`config.mk`:
```
export PLATFORM = sky130hd
export DESIGN_NAME = syn_accum_unit
export DESIGN_NICKNAME = d
export VERILOG_FILES = /design/src/rtl/syn_accum_unit.sv
export SDC_FILE = /design/constraint.sdc
export NUM_CORES = 1
export LEC_CHECK = 0
export ABC_AREA = 1
export CAP_MARGIN = 20
export CORE_MARGIN = 3
export CORE_UTILIZATION = 49
export DETAILED_ROUTE_END_ITERATION = 6
export GPL_ROUTABILITY_DRIVEN = 1
export PLACE_DENSITY = 0.76
export SYNTH_ARGS = -nofsm -noshare
export SYNTH_HDL_FRONTEND = slang
export SYNTH_SLANG_ARGS = --single-unit
```
`constraint.sdc`:
```
create_clock -name clk -period 1.75 [get_ports clk]
set_clock_uncertainty 0.15 [all_clocks]
set_input_delay 0.35 -clock clk [delete_from_list [all_inputs] [get_ports clk]]
set_output_delay 0.35 -clock clk [all_outputs]
set_load 0.01 [all_outputs]
```
`src/rtl/syn_accum_unit.sv`:
```
// Synaptic accumulator: sums weighted spikes into one neuron's membrane voltage per timestep.
// Latency: syn_en at edge t lands in cur_voltage at edge t+1; one add per cycle, back-to-back allowed.
// Backpressure: none; spikes are accepted every ACCU cycle and silently ignored in all other states.
//
// Ports:
//   clk, rst            rising-edge clock, asynchronous active-low reset
//   clr                 synchronous clear to V_REST (beats every input except rst)
//   step_start          begin a timestep (IDLE only)
//   step_end            close accumulation (ACCU only)
//   syn_en, weight      spike strobe and its synaptic weight (ACCU only)
//   cur_voltage         registered membrane voltage
//   sat                 sticky saturation flag for the current step
//   busy, done          not-IDLE indicator, one-cycle completion pulse
module syn_accum_unit #(
    parameter int                  W_WIDTH    = 4,
    parameter int                  V_WIDTH    = 8,
    parameter int                  SIGNED_W   = 0,
    parameter int                  LEAK_SHIFT = 1,
    parameter logic [V_WIDTH-1:0]  V_REST     = '0
) (
    input  logic               clk,
    input  logic               rst,
    input  logic               clr,
    input  logic               step_start,
    input  logic               step_end,
    input  logic               syn_en,
    input  logic [W_WIDTH-1:0] weight,
    output logic [V_WIDTH-1:0] cur_voltage,
    output logic               sat,
    output logic               busy,
    output logic               done
);

    // One guard bit above the voltage so the add can never wrap before clamping.
    localparam int XW = V_WIDTH + 1;

    typedef enum logic [2:0] {
        S_IDLE  = 3'd0,
        S_ACCU  = 3'd1,
        S_DRAIN = 3'd2,
        S_DECAY = 3'd3,
        S_DONE  = 3'd4
    } state_t;

    state_t state;
    state_t state_nxt;

    // Stage 1: registered spike
    logic               s1_vld;
    logic [W_WIDTH-1:0] s1_w;

    // Stage 2 arithmetic
    logic [XW-1:0]      w_ext;
    logic [XW-1:0]      v_ext;
    logic [XW-1:0]      sum;
    logic               ovf;
    logic [V_WIDTH-1:0] clamp_v;
    logic [V_WIDTH-1:0] add_v;
    logic [V_WIDTH-1:0] leak_amt;
    logic [V_WIDTH-1:0] leak_v;

    logic accept_spike;
    logic start_step;

    assign accept_spike = (state == S_ACCU) && syn_en;
    assign start_step   = (state == S_IDLE) && step_start;

    // ------------------------------------------------------------------
    // FSM: state register
    // ------------------------------------------------------------------
    always_ff @(posedge clk or negedge rst) begin
        if (!rst) begin
            state <= S_IDLE;
        end else begin
            state <= state_nxt;
        end
    end

    // ------------------------------------------------------------------
    // FSM: next state
    // ------------------------------------------------------------------
    always_comb begin
        state_nxt = state;
        if (clr) begin
            state_nxt = S_IDLE;
        end else begin
            case (state)
                S_IDLE:  if (step_start) state_nxt = S_ACCU;
                S_ACCU:  if (step_end)   state_nxt = S_DRAIN;
                // With no leak configured the decay cycle is skipped entirely.
                S_DRAIN: state_nxt = (LEAK_SHIFT > 0) ? S_DECAY : S_DONE;
                S_DECAY: state_nxt = S_DONE;
                S_DONE:  state_nxt = S_IDLE;
                default: state_nxt = S_IDLE;
            endcase
        end
    end

    // ------------------------------------------------------------------
    // FSM: outputs
    // ------------------------------------------------------------------
    always_comb begin
        busy = 1'b0;
        done = 1'b0;
        if (state != S_IDLE) begin
            busy = 1'b1;
        end
        if (state == S_DONE) begin
            done = 1'b1;
        end
    end

    // ------------------------------------------------------------------
    // Stage 1: capture the spike. Only ACCU loads a valid, so the valid
    // captured on the step_end edge is the last one retired in DRAIN.
    // ------------------------------------------------------------------
    always_ff @(posedge clk or negedge rst) begin
        if (!rst) begin
            s1_vld <= 1'b0;
            s1_w   <= '0;
        end else if (clr) begin
            s1_vld <= 1'b0;
        end else begin
            s1_vld <= accept_spike;
            if (accept_spike) begin
                s1_w <= weight;
            end
        end
    end

    // ------------------------------------------------------------------
    // Operand extension, overflow detection and leak, per number format
    // ------------------------------------------------------------------
    generate
        if (SIGNED_W != 0) begin : g_signed
            assign w_ext    = {{(XW-W_WIDTH){s1_w[W_WIDTH-1]}}, s1_w};
            assign v_ext    = {cur_voltage[V_WIDTH-1], cur_voltage};
            // Guard bit disagreeing with the sign bit means the result left range.
            assign ovf      = sum[XW-1] ^ sum[XW-2];
            assign clamp_v  = sum[XW-1] ? {1'b1, {(V_WIDTH-1){1'b0}}}
                                        : {1'b0, {(V_WIDTH-1){1'b1}}};
            assign leak_amt = $signed(cur_voltage) >>> LEAK_SHIFT;
        end else begin : g_unsigned
            assign w_ext    = {{(XW-W_WIDTH){1'b0}}, s1_w};
            assign v_ext    = {1'b0, cur_voltage};
            // Weights are non-negative, so only the top end can be exceeded.
            assign ovf      = sum[XW-1];
            assign clamp_v  = '1;
            assign leak_amt = cur_voltage >> LEAK_SHIFT;
        end
    endgenerate

    assign sum    = v_ext + w_ext;
    assign add_v  = ovf ? clamp_v : sum[V_WIDTH-1:0];
    // v - (v >> k) stays between 0 and v (or v and 0), so it cannot overflow.
    assign leak_v = cur_voltage - leak_amt;

    // ------------------------------------------------------------------
    // Stage 2: membrane voltage and sticky saturation
    // ------------------------------------------------------------------
    always_ff @(posedge clk or negedge rst) begin
        if (!rst) begin
            cur_voltage <= '0;
            sat         <= 1'b0;
        end else if (clr) begin
            cur_voltage <= V_REST;
            sat         <= 1'b0;
        end else begin
            if (start_step) begin
                sat <= 1'b0;
            end
            // s1_vld is only ever set in ACCU/DRAIN, never together with DECAY.
            if (s1_vld) begin
                cur_voltage <= add_v;
                if (ovf) begin
                    sat <= 1'b1;
                end
            end else if (state == S_DECAY) begin
                cur_voltage <= leak_v;
            end
        end
    end

    // ------------------------------------------------------------------
    // Sanity properties
    // ------------------------------------------------------------------
    a_done_busy: assert property (@(posedge clk) disable iff (!rst) done |-> busy);
    a_done_one:  assert property (@(posedge clk) disable iff (!rst) done |=> !done);
    a_no_add_in_decay: assert property (@(posedge clk) disable iff (!rst)
                                        (state == S_DECAY) |-> !s1_vld);

endmodule

```
==> results.yml <==
outcome:
  status: "finished, violations left"
  violations: "negative setup slack"
die:
  start_util_pct: 54.2
  die_w_um: 59.8
  num_rows: 18
  core_mm2: 0.00261
  die_area_mm2: 0.00357
  die_h_um: 59.8
  ios: 21
timing:
  rsz0062_at_grt: "true"
  clock.fmax_ghz: 0.512
  finalCriticalPeriod_ns: 1.95
  setup_viol: 8
  min_period_over_period_pct: 112
  slew_headroom_pct: 81.8
  fin_ws_ns: -0.204
  slew_viol_final: 0
  setup_tns_ns: -1.26
  final_hold_viol_count: 0
  worstMarginPinSlew_ns: 0.273
critical_path:
  ff2ff_path_depth: 8
  arrival_ns: 2.01
  reg2reg_to: "cur_voltage[1]"
  endpoint_kind: "flip-flop"
  r2r_setup_slack_ns: -0.20
  path_buf_inv: 0
  cp_num_cells: 8
  rr_startpoint: "cur_voltage[0]"
  crit_slowest_cell: "dfrtp_1"
  startpoint_type: "flip-flop"
  crit_family: "adder cells"
  critPathRequiredTime_ns: 1.81
  worst-path-max-fanout: 8
  worstSetupPathType: "flip-flop to flip-flop"
  path_cells: "ha_2 -> fa_2 -> nand3_2 -> nand2_4 -> a21oi_4 -> nand2_2 -> o211ai_1 -> nand2_1"
  slowest_delay_ns: 0.44
cts:
  h-tree-depth: 1
  cts_buffers: 3
  cts_tree: "yes"
  cts_sinks: 17
  cts_root_buffer: "clkbuf_4"
  clk_path_buf_depth: 2
  ctsHoldBuffers: 0
  clk_pin_slew_ns: 0.12
  clk_latency_ns: 0.31
synth:
  syn_area_per_cell_um2: 6.74
  syn_inst: 210
  syn-num-nets: 236
  synthTopCellsByArea: "dfrtp_1, nand2_1, ha_1"
  yosysTopAreaCell: "dfrtp_1"
  post_synth_num_cell_types: 23
  syn_area_mm2: 0.00142
  synth_seq_cells: 17
  yosysTopAreaCellShare_pct: 30.0
  ys_seq_area_share_pct: 30.0
  synth_warnings: 0
run:
  maxCapViolations: 0
final_layout:
  most-common-layout-cells: "nand2_1, inv_1, nand3_1"
  mostFrequentLayoutCell: "nand2_1"
  final_nets: 282
  diodes: 0
  fillers: 226
  drive_above_1_share_pct: 20.0
  final_cell_area_mm2: 0.00185
  areaGrowthSynthToFinish_pct: 30.8
hold_path:
  hp-class: "input port to async pin"
detailed_routing:
  via_per_inst: 5.29
  vias: 1508
  first_pass_iters: 4
  drtIter0Drc: 53
  route.detailed.drc: 0
  detail-route-antenna-nets: 0
  avgRoutedWirePerCell_um: 13.5
  routed_wl_um: 3840
placement:
  place.detailed.hpwl_um: 3120
  globalplace.congestion: 0.829
  portBuffers: 20
  dpl-instance-area_mm2: 0.00181
grt:
  grt_pass1_wl_um: 6620
  grt_max_degree: 18
  antenna_found_initial: 0
  overflow: 0
  grt_use_total_pct: 24.7
  grt_pass1_vias: 1529
power:
  p_leak_nw: 1.03
  irDropWorstVdd_mv: 0.785
  power.density_mw_per_mm2: 677
  p_total_mw: 1.26
-- report_power, final --
group          switching [mW]  internal [mW]  leakage (nW)
combinational           0.300          0.221         0.790
clock                   0.153         0.0856        0.0177
sequential             0.0480          0.447         0.226
-- state kept, by name, summed over array words and instances, names as in the netlist --
register / count
s1_vld: 1
sat: 1
state: 3
cur_voltage: 8
s1_w: 4
-- per-stage QoR --
stage	hold WS, ns	instances	utilization, %	setup slack, ns
4_1_cts	0.205	285	71.0	-0.178
2_1_floorplan	-0.0956	210	-	-0.0734
5_1_grt	0.208	285	70.9	-0.298
3_5_place_dp	0.331	277	69.2	-0.191
6_report	0.196	285	70.9	-0.204
3_3_place_gp	0.332	277	69.2	-0.0718
-- final cells by class --
class	instances	area [um^2]	share of cell area, %
multi-input cells	155	880	47.5
flip-flops and latches	17	428	23.1
repair buffers	41	338	18.2
inverters	38	143	7.70
well taps	30	37.5	2.03
clock buffers	3	22.5	1.22
clock inverters	1	5.00	0.270
-- cells in the mapped netlist (all sizes together) --
cell,n
a21oi,9
dfrtp,17
nor3,1
xnor2,1
nand3,26
nand4,3
nand2,76
fa,2
xor2,2
or2,1
o211ai,1
ha,14
o22ai,1
nor2,10
inv,38
nand3b,1
o21ai,7
-- worst reg2reg max path: cells and delay by family (launching register included) --
family,cells,cell delay (ns)
adders and majority gates,2,0.56
and+or+nand+nor,4,0.34
DFF,1,0.44
AOI/OAI and AO/OA,2,0.37
-- worst max-delay path by stage --
| stage | endpoint | startpoint | slack [ns] |
|---|---|---|---|
| 6_report | cur_voltage[1] | cur_voltage[0] | -0.20 |
| 5_1_grt | cur_voltage[1] | cur_voltage[0] | -0.30 |
| 4_1_cts | cur_voltage[1] | cur_voltage[0] | -0.18 |
| 3_3_place_gp | cur_voltage[2] | cur_voltage[0] | -0.07 |
| 3_5_place_dp | cur_voltage[1] | cur_voltage[0] | -0.19 |
| 2_1_floorplan | cur_voltage[2] | cur_voltage[0] | -0.07 |
-- timing repair --
item                       CTS  global route
buffers inserted             4             0
pin swaps                    6             3
cloned                       0             0
setup endpoints to repair   18            10
gates resized for setup     12             7
-- routing by layer --
metal | global-route usage [%] | share of wire, % | vias up
li1 | - | - | 753
met3 | 3.67 | 4.1 | 11
met2 | 42.7 | 50 | 45
met5 | 0 | 0 | -
met4 | 10.8 | 2.5 | 0
met1 | 29.9 | 43 | 699
-- kinds of logic (layout without fill, tap and decap cells) --
group	Yosys count	in the layout	synth area share [%]
and+or+nand+nor	118	118	35.2
DFF	17	17	30.0
adders and majority gates	16	16	15.2
xor gates and xnor gates	3	3	1.86
AOI/OAI and AO/OA	18	18	7.69
buffers and inverters	38	83	10.1
Power figures use the tool's default switching activity.
